[config.mk]
export PLATFORM = sky130hd
export DESIGN_NAME = sample_accumulator
export DESIGN_NICKNAME = d
export VERILOG_FILES = /design/src/rtl/sample_accumulator.sv
export SDC_FILE = /design/constraint.sdc
export NUM_CORES = 1
export LEC_CHECK = 0
export ABC_CLOCK_PERIOD_IN_PS = 2500
export CAP_MARGIN = 20
export CORE_UTILIZATION = 49
export DETAILED_ROUTE_END_ITERATION = 7
export PLACE_DENSITY = 0.78
export SLEW_MARGIN = 10
export SYNTH_ARGS = -nofsm -noshare
export SYNTH_HDL_FRONTEND = slang
export SYNTH_SLANG_ARGS = --single-unit
[constraint.sdc]
create_clock -name clk -period 2.5 [get_ports clk]
set_clock_uncertainty 0.15 [all_clocks]
set_input_delay 0.25 -clock clk [delete_from_list [all_inputs] [get_ports clk]]
set_output_delay 0.25 -clock clk [all_outputs]
set_load 0.02 [all_outputs]
[src/rtl/sample_accumulator.sv]
// -----------------------------------------------------------------------------
// sample_accumulator
//   Sums a batch of NUM_SAMPLES unsigned 16-bit samples into a running total.
//   Samples are taken with a valid/ready handshake. The finished result is
//   held under sum_valid until the consumer pulses result_ack. The sum wraps
//   modulo 2^16, and a sticky flag records whether any add carried out.
//
// Ports
//   clk           in   system clock, rising edge
//   n_rst         in   asynchronous active-low reset
//   clear         in   synchronous abort to IDLE with all state zeroed
//   data_in       in   [15:0] sample value (unsigned)
//   data_valid    in   data_in valid this cycle
//   data_ready    out  block accepts a sample this cycle
//   sum_out       out  [15:0] accumulated sum (mod 2^16)
//   sum_valid     out  batch result is final
//   result_ack    in   consumer took the result (only looked at in DONE)
//   overflow_flag out  sticky carry-out seen during the batch
//   sample_count  out  [7:0] samples accepted in the current batch
// -----------------------------------------------------------------------------

// 16-bit ripple-style adder used as the accumulator datapath.
module adder_16bit (
  input  logic [15:0] a,
  input  logic [15:0] b,
  input  logic        carry_in,
  output logic [15:0] sum,
  output logic        overflow
);

  logic [16:0] full_s;

  // Widen by one bit so the carry-out lands in the MSB.
  always_comb begin
    full_s   = {1'b0, a} + {1'b0, b} + {16'd0, carry_in};
    sum      = full_s[15:0];
    overflow = full_s[16];
  end

endmodule

module sample_accumulator #(
  parameter int NUM_SAMPLES = 8
) (
  input  logic        clk,
  input  logic        n_rst,
  input  logic        clear,
  input  logic [15:0] data_in,
  input  logic        data_valid,
  output logic        data_ready,
  output logic [15:0] sum_out,
  output logic        sum_valid,
  input  logic        result_ack,
  output logic        overflow_flag,
  output logic [7:0]  sample_count
);

  // Batch length outside 1..255 cannot be represented by the 8-bit count.
  if (NUM_SAMPLES < 1 || NUM_SAMPLES > 255) begin : g_bad_num_samples
    $error("sample_accumulator: NUM_SAMPLES must be in 1..255");
  end

  localparam logic [7:0] LAST_COUNT = 8'(NUM_SAMPLES);

  typedef enum logic [1:0] {
    ST_IDLE  = 2'd0,
    ST_ACCUM = 2'd1,
    ST_DONE  = 2'd2
  } state_e;

  state_e      state_q, state_d;
  logic [15:0] acc_q, acc_d;
  logic [7:0]  count_q, count_d;
  logic        ovf_q, ovf_d;

  logic [15:0] add_sum_s;
  logic        add_ovf_s;
  logic        accept_s;
  logic        last_s;

  adder_16bit u_adder (
    .a        (acc_q),
    .b        (data_in),
    .carry_in (1'b0),
    .sum      (add_sum_s),
    .overflow (add_ovf_s)
  );

  // Accept qualifier and "this accept completes the batch" detect.
  // clear blocks acceptance even though data_ready may read 1.
  always_comb begin
    accept_s = data_valid && data_ready && !clear;
    last_s   = (count_q + 8'd1) == LAST_COUNT;
  end

  // State register.
  always_ff @(posedge clk or negedge n_rst) begin
    if (!n_rst) begin
      state_q <= ST_IDLE;
    end else begin
      state_q <= state_d;
    end
  end

  // Next-state logic; clear has priority over accept and result_ack.
  always_comb begin
    state_d = state_q;
    if (clear) begin
      state_d = ST_IDLE;
    end else begin
      case (state_q)
        ST_IDLE: begin
          if (accept_s) begin
            state_d = last_s ? ST_DONE : ST_ACCUM;
          end else begin
            state_d = ST_IDLE;
          end
        end
        ST_ACCUM: begin
          if (accept_s && last_s) begin
            state_d = ST_DONE;
          end else begin
            state_d = ST_ACCUM;
          end
        end
        ST_DONE: begin
          if (result_ack) begin
            state_d = ST_IDLE;
          end else begin
            state_d = ST_DONE;
          end
        end
        default: state_d = ST_IDLE;
      endcase
    end
  end

  // Moore outputs decoded from the registered state only.
  always_comb begin
    data_ready = 1'b0;
    sum_valid  = 1'b0;
    case (state_q)
      ST_IDLE:  data_ready = 1'b1;
      ST_ACCUM: data_ready = 1'b1;
      ST_DONE:  sum_valid  = 1'b1;
      default: begin
        data_ready = 1'b0;
        sum_valid  = 1'b0;
      end
    endcase
  end

  // Datapath next-state: zero on clear or on leaving DONE, update on accept.
  always_comb begin
    acc_d   = acc_q;
    count_d = count_q;
    ovf_d   = ovf_q;
    if (clear || (state_q == ST_DONE && result_ack)) begin
      acc_d   = 16'd0;
      count_d = 8'd0;
      ovf_d   = 1'b0;
    end else if (accept_s) begin
      acc_d   = add_sum_s;
      count_d = count_q + 8'd1;
      ovf_d   = ovf_q | add_ovf_s;
    end else begin
      acc_d   = acc_q;
      count_d = count_q;
      ovf_d   = ovf_q;
    end
  end

  // Datapath registers.
  always_ff @(posedge clk or negedge n_rst) begin
    if (!n_rst) begin
      acc_q   <= 16'd0;
      count_q <= 8'd0;
      ovf_q   <= 1'b0;
    end else begin
      acc_q   <= acc_d;
      count_q <= count_d;
      ovf_q   <= ovf_d;
    end
  end

  assign sum_out       = acc_q;
  assign overflow_flag = ovf_q;
  assign sample_count  = count_q;

endmodule

==> metrics.txt <==
HP Class input port to asynchronous set/reset pin; cell-internal power between 0.8 and 0.9 mW; clk sink count 27; Max Fclk just over 0.4 GHz; Synth Flop Type dfrtp_1; crit path launch type input port; library cells used by synthesis 37; gr usage total 0.2252; combinational power share 0.436; post-detail-place hpwl 3.210 mm; top post-synthesis cells by count dfrtp_1, o21ai_0, nand2_1; CP peak stage delay approximately 470 ps; RSZ-0062 raised after global routing yes; crit path DAT roughly 2500 ps; Antenna Nets Post-Route 0; P_sw 0.4882 mW; Root Driver clkbuf_8; Post-DP Area roughly 2500 sq um; reg2reg setup slack ~70 ps; H-tree depth 1; sequential power share 0.374; initial antenna violation count 0; Reg2Reg Depth 8; PD cells approximately 540 nW/um^2; total gr overflow 0; Yosys reg bits 27; Initial Util 0.5346; Mapped Cells ~210; DP Cell Count 306; routability cong. between 0.8 and 0.9; routed via count roughly 1800; layout net count between 300 and 400; status finished, final reports clean; Slew headroom 0.6797; CTS buffer count 3; total of max-cap violations 0; Reg clk slew, reported paths 100 ps; FF-to-FF End sum_out[12]$_DFFE_PN0P_; First DRT Iteration DRCs 88; fin worst setup slack ~56 ps; peak supply drop 0.3790 mV; syn nets 245; Leak about 1.2 nW; Final Non-Filler Cells roughly 310; number of synthesized flops with an enable pin 0; DP Worst Slack -277.2 ps; vias per inst 5.634; Yosys warning count 0; most area-consuming cells after synthesis dfrtp_1, ha_1, o21ai_0, a21o_1, a21oi_1; Slowest-stage cell, CP clkdlybuf4s50_1; crit share post-route 0.9775; CP required approximately 2500 ps; die area ~4000 sq um; Final Slew Violations 0; r2r startpoint sum_out[0]$_DFFE_PN0P_; port bufs between 40 and 50; Worst-Margin Slew 474.4 ps; Die Ht about 64 um; mean routed wirelength per cell between 10 and 15 um; largest net degree at the start of global routing 28; Pre-antenna DRT Iters 4; core footprint 3468 sq um; ANT cells 0; FP Rows 21; share of cells above drive strength 1 0.1194; Synth Cell Area roughly 1900 sq um; CTS Buffer Depth 2; vias in the first global route 1575; Layout area overhead 38.26%; clk_lat worst skew 280 ps; Max FO, Critical Path 3; sequential share of the synthesized area 0.3644; routed wire length around 4.5 mm; final hold violation count 0; Clock Power Share 0.190; CTS tree built; critical setup path kind input port to register; Yosys top cell area share 0.3644; syn avg cell area 9.001 sq um; # IOs between 40 and 50; Synth area leader dfrtp_1; Sw Ratio 0.3528; CP endpoint kind register; global-route wire length before repair 7.231 mm; number of remaining DRC errors 0; async set-or-reset flop fraction in the synthesized netlist 1.000; DIE WIDTH approximately 64 um; cell repeated most along the worst path o211ai_1; Final Critical Period approximately 2400 ps; Setup violations, final 0; count leader, synth dfrtp_1; Design Area, Final 2564 sq um; CP Cell Sequence clkdlybuf4s50_1 > ha_4 > fa_2 > a21oi_2 > o211ai_1 > o211ai_1 > a31oi_1 > or3_1 > a32o_1; Post-CTS Hold Buffers 0
==> cell type report <==
| class | instances | area (sq um) |
|---|---|---|
| Timing Repair Buffer | 66 | 613.1 |
| Sequential cell | 27 | 675.6 |
| Clock buffer | 3 | 41.29 |
| Inverter | 5 | 18.77 |
| Fill cell | 298 | 904.6 |
| Tap cell | 46 | 57.56 |
| Multi-Input combinational cell | 166 | 1150 |
| Clock inverter | 1 | 7.507 |
==> placed cells by master (no fill, tap or decap), types with 2 or more instances in the layout <==
| cell | instances |
|---|---|
| nand4_1 | 6 |
| a211oi_2 | 2 |
| xor2_1 | 4 |
| dfrtp_1 | 27 |
| a32o_1 | 3 |
| ha_1 | 16 |
| o211ai_1 | 3 |
| and2_1 | 3 |
| a22o_1 | 4 |
| inv_1 | 5 |
| nand2_1 | 20 |
| and3_1 | 6 |
| nor3_1 | 2 |
| o21ai_0 | 23 |
| xnor2_1 | 5 |
| or3_1 | 4 |
| o311ai_0 | 2 |
| buf_4 | 19 |
| a21o_1 | 10 |
| a31oi_1 | 4 |
| clkdlybuf4s50_1 | 47 |
| clkbuf_8 | 3 |
| a211oi_1 | 2 |
| nor2_1 | 13 |
| nand3_1 | 6 |
| a21oi_1 | 14 |
==> logic make-up (layout without fill, tap and decap cells) <==
kind of cell	after synthesis	count (layout)	share of synthesized area
AOI/OAI and AO/OA	75	75	0.2625
adders and majority gates	18	18	0.1255
xor gates and xnor gates	9	9	0.04251
DFF	27	27	0.3644
and+or+nand+nor	63	63	0.1687
buffers and inverters	13	75	0.03104
muxes	1	1	0.005398
==> state kept, by name (all words and copies together), names as in the netlist <==
register,count
sum_out,16
sample_count,8
state_q,2
overflow_flag,1
==> metrics by stage <==
| stage | total power [mW] | hold WS [ps] | utilization | TNS, ps |
|---|---|---|---|---|
| 2_1_floorplan | 0.8782 | -195.6 | - | 0 |
| 5_1_grt | 1.469 | 223.3 | 0.7392 | -79.27 |
| 3_3_place_gp | 1.102 | 343.8 | 0.7096 | -602.7 |
| 3_5_place_dp | 1.108 | 354.5 | 0.7096 | -942.7 |
| 6_report | 1.384 | 198.1 | 0.7392 | 0 |
| 4_1_cts | 1.374 | 221.3 | 0.7247 | 0 |
==> critical path: cells and delay by family <==
| kind | cells | cell delay [ps] |
|---|---|---|
| AOI/OAI and AO/OA | 5 | 880 |
| buffers and inverters | 1 | 470 |
| adders and majority gates | 2 | 550 |
| and+or+nand+nor | 1 | 320 |
==> routing by layer <==
layer  up-vias  part of all wire  track usage
li1        897                 -            -
met1       835              0.51       0.3337
met2        32              0.44       0.3391
met3         5             0.033      0.02717
met4         0             0.012      0.06818
met5         -                 0            0
==> power by group through the flow <==
stage                     combinational (mW)  clock (mW)  sequential, mW
after floorplan                        0.306           0           0.572
after global placement                 0.577           0           0.525
after detailed placement               0.583           0           0.525
after CTS                              0.589       0.267           0.517
after global routing                   0.658       0.287           0.524
final                                  0.603       0.263           0.517
==> worst max path at each step <==
stage	endpoint	from	cells after the start	slack, ps
2_1_floorplan	sum_out[14]$_DFFE_PN0P_	sum_out[0]$_DFFE_PN0P_	8	60
3_3_place_gp	sum_out[14]$_DFFE_PN0P_	data_in[0]	9	-200
3_5_place_dp	sum_out[14]$_DFFE_PN0P_	data_in[0]	9	-280
4_1_cts	sum_out[14]$_DFFE_PN0P_	sum_out[0]$_DFFE_PN0P_	8	10
5_1_grt	sum_out[12]$_DFFE_PN0P_	sum_out[0]$_DFFE_PN0P_	8	-50
6_report	sum_out[12]$_DFFE_PN0P_	data_in[0]	9	60
==> repair_timing <==
action                                  in CTS  in global routing
endpoints found under the setup margin       2                  2
gates resized for setup                      1                  4
pin swaps                                    0                  3
buffers inserted                             0                  4
Power figures use the tool's default switching activity.
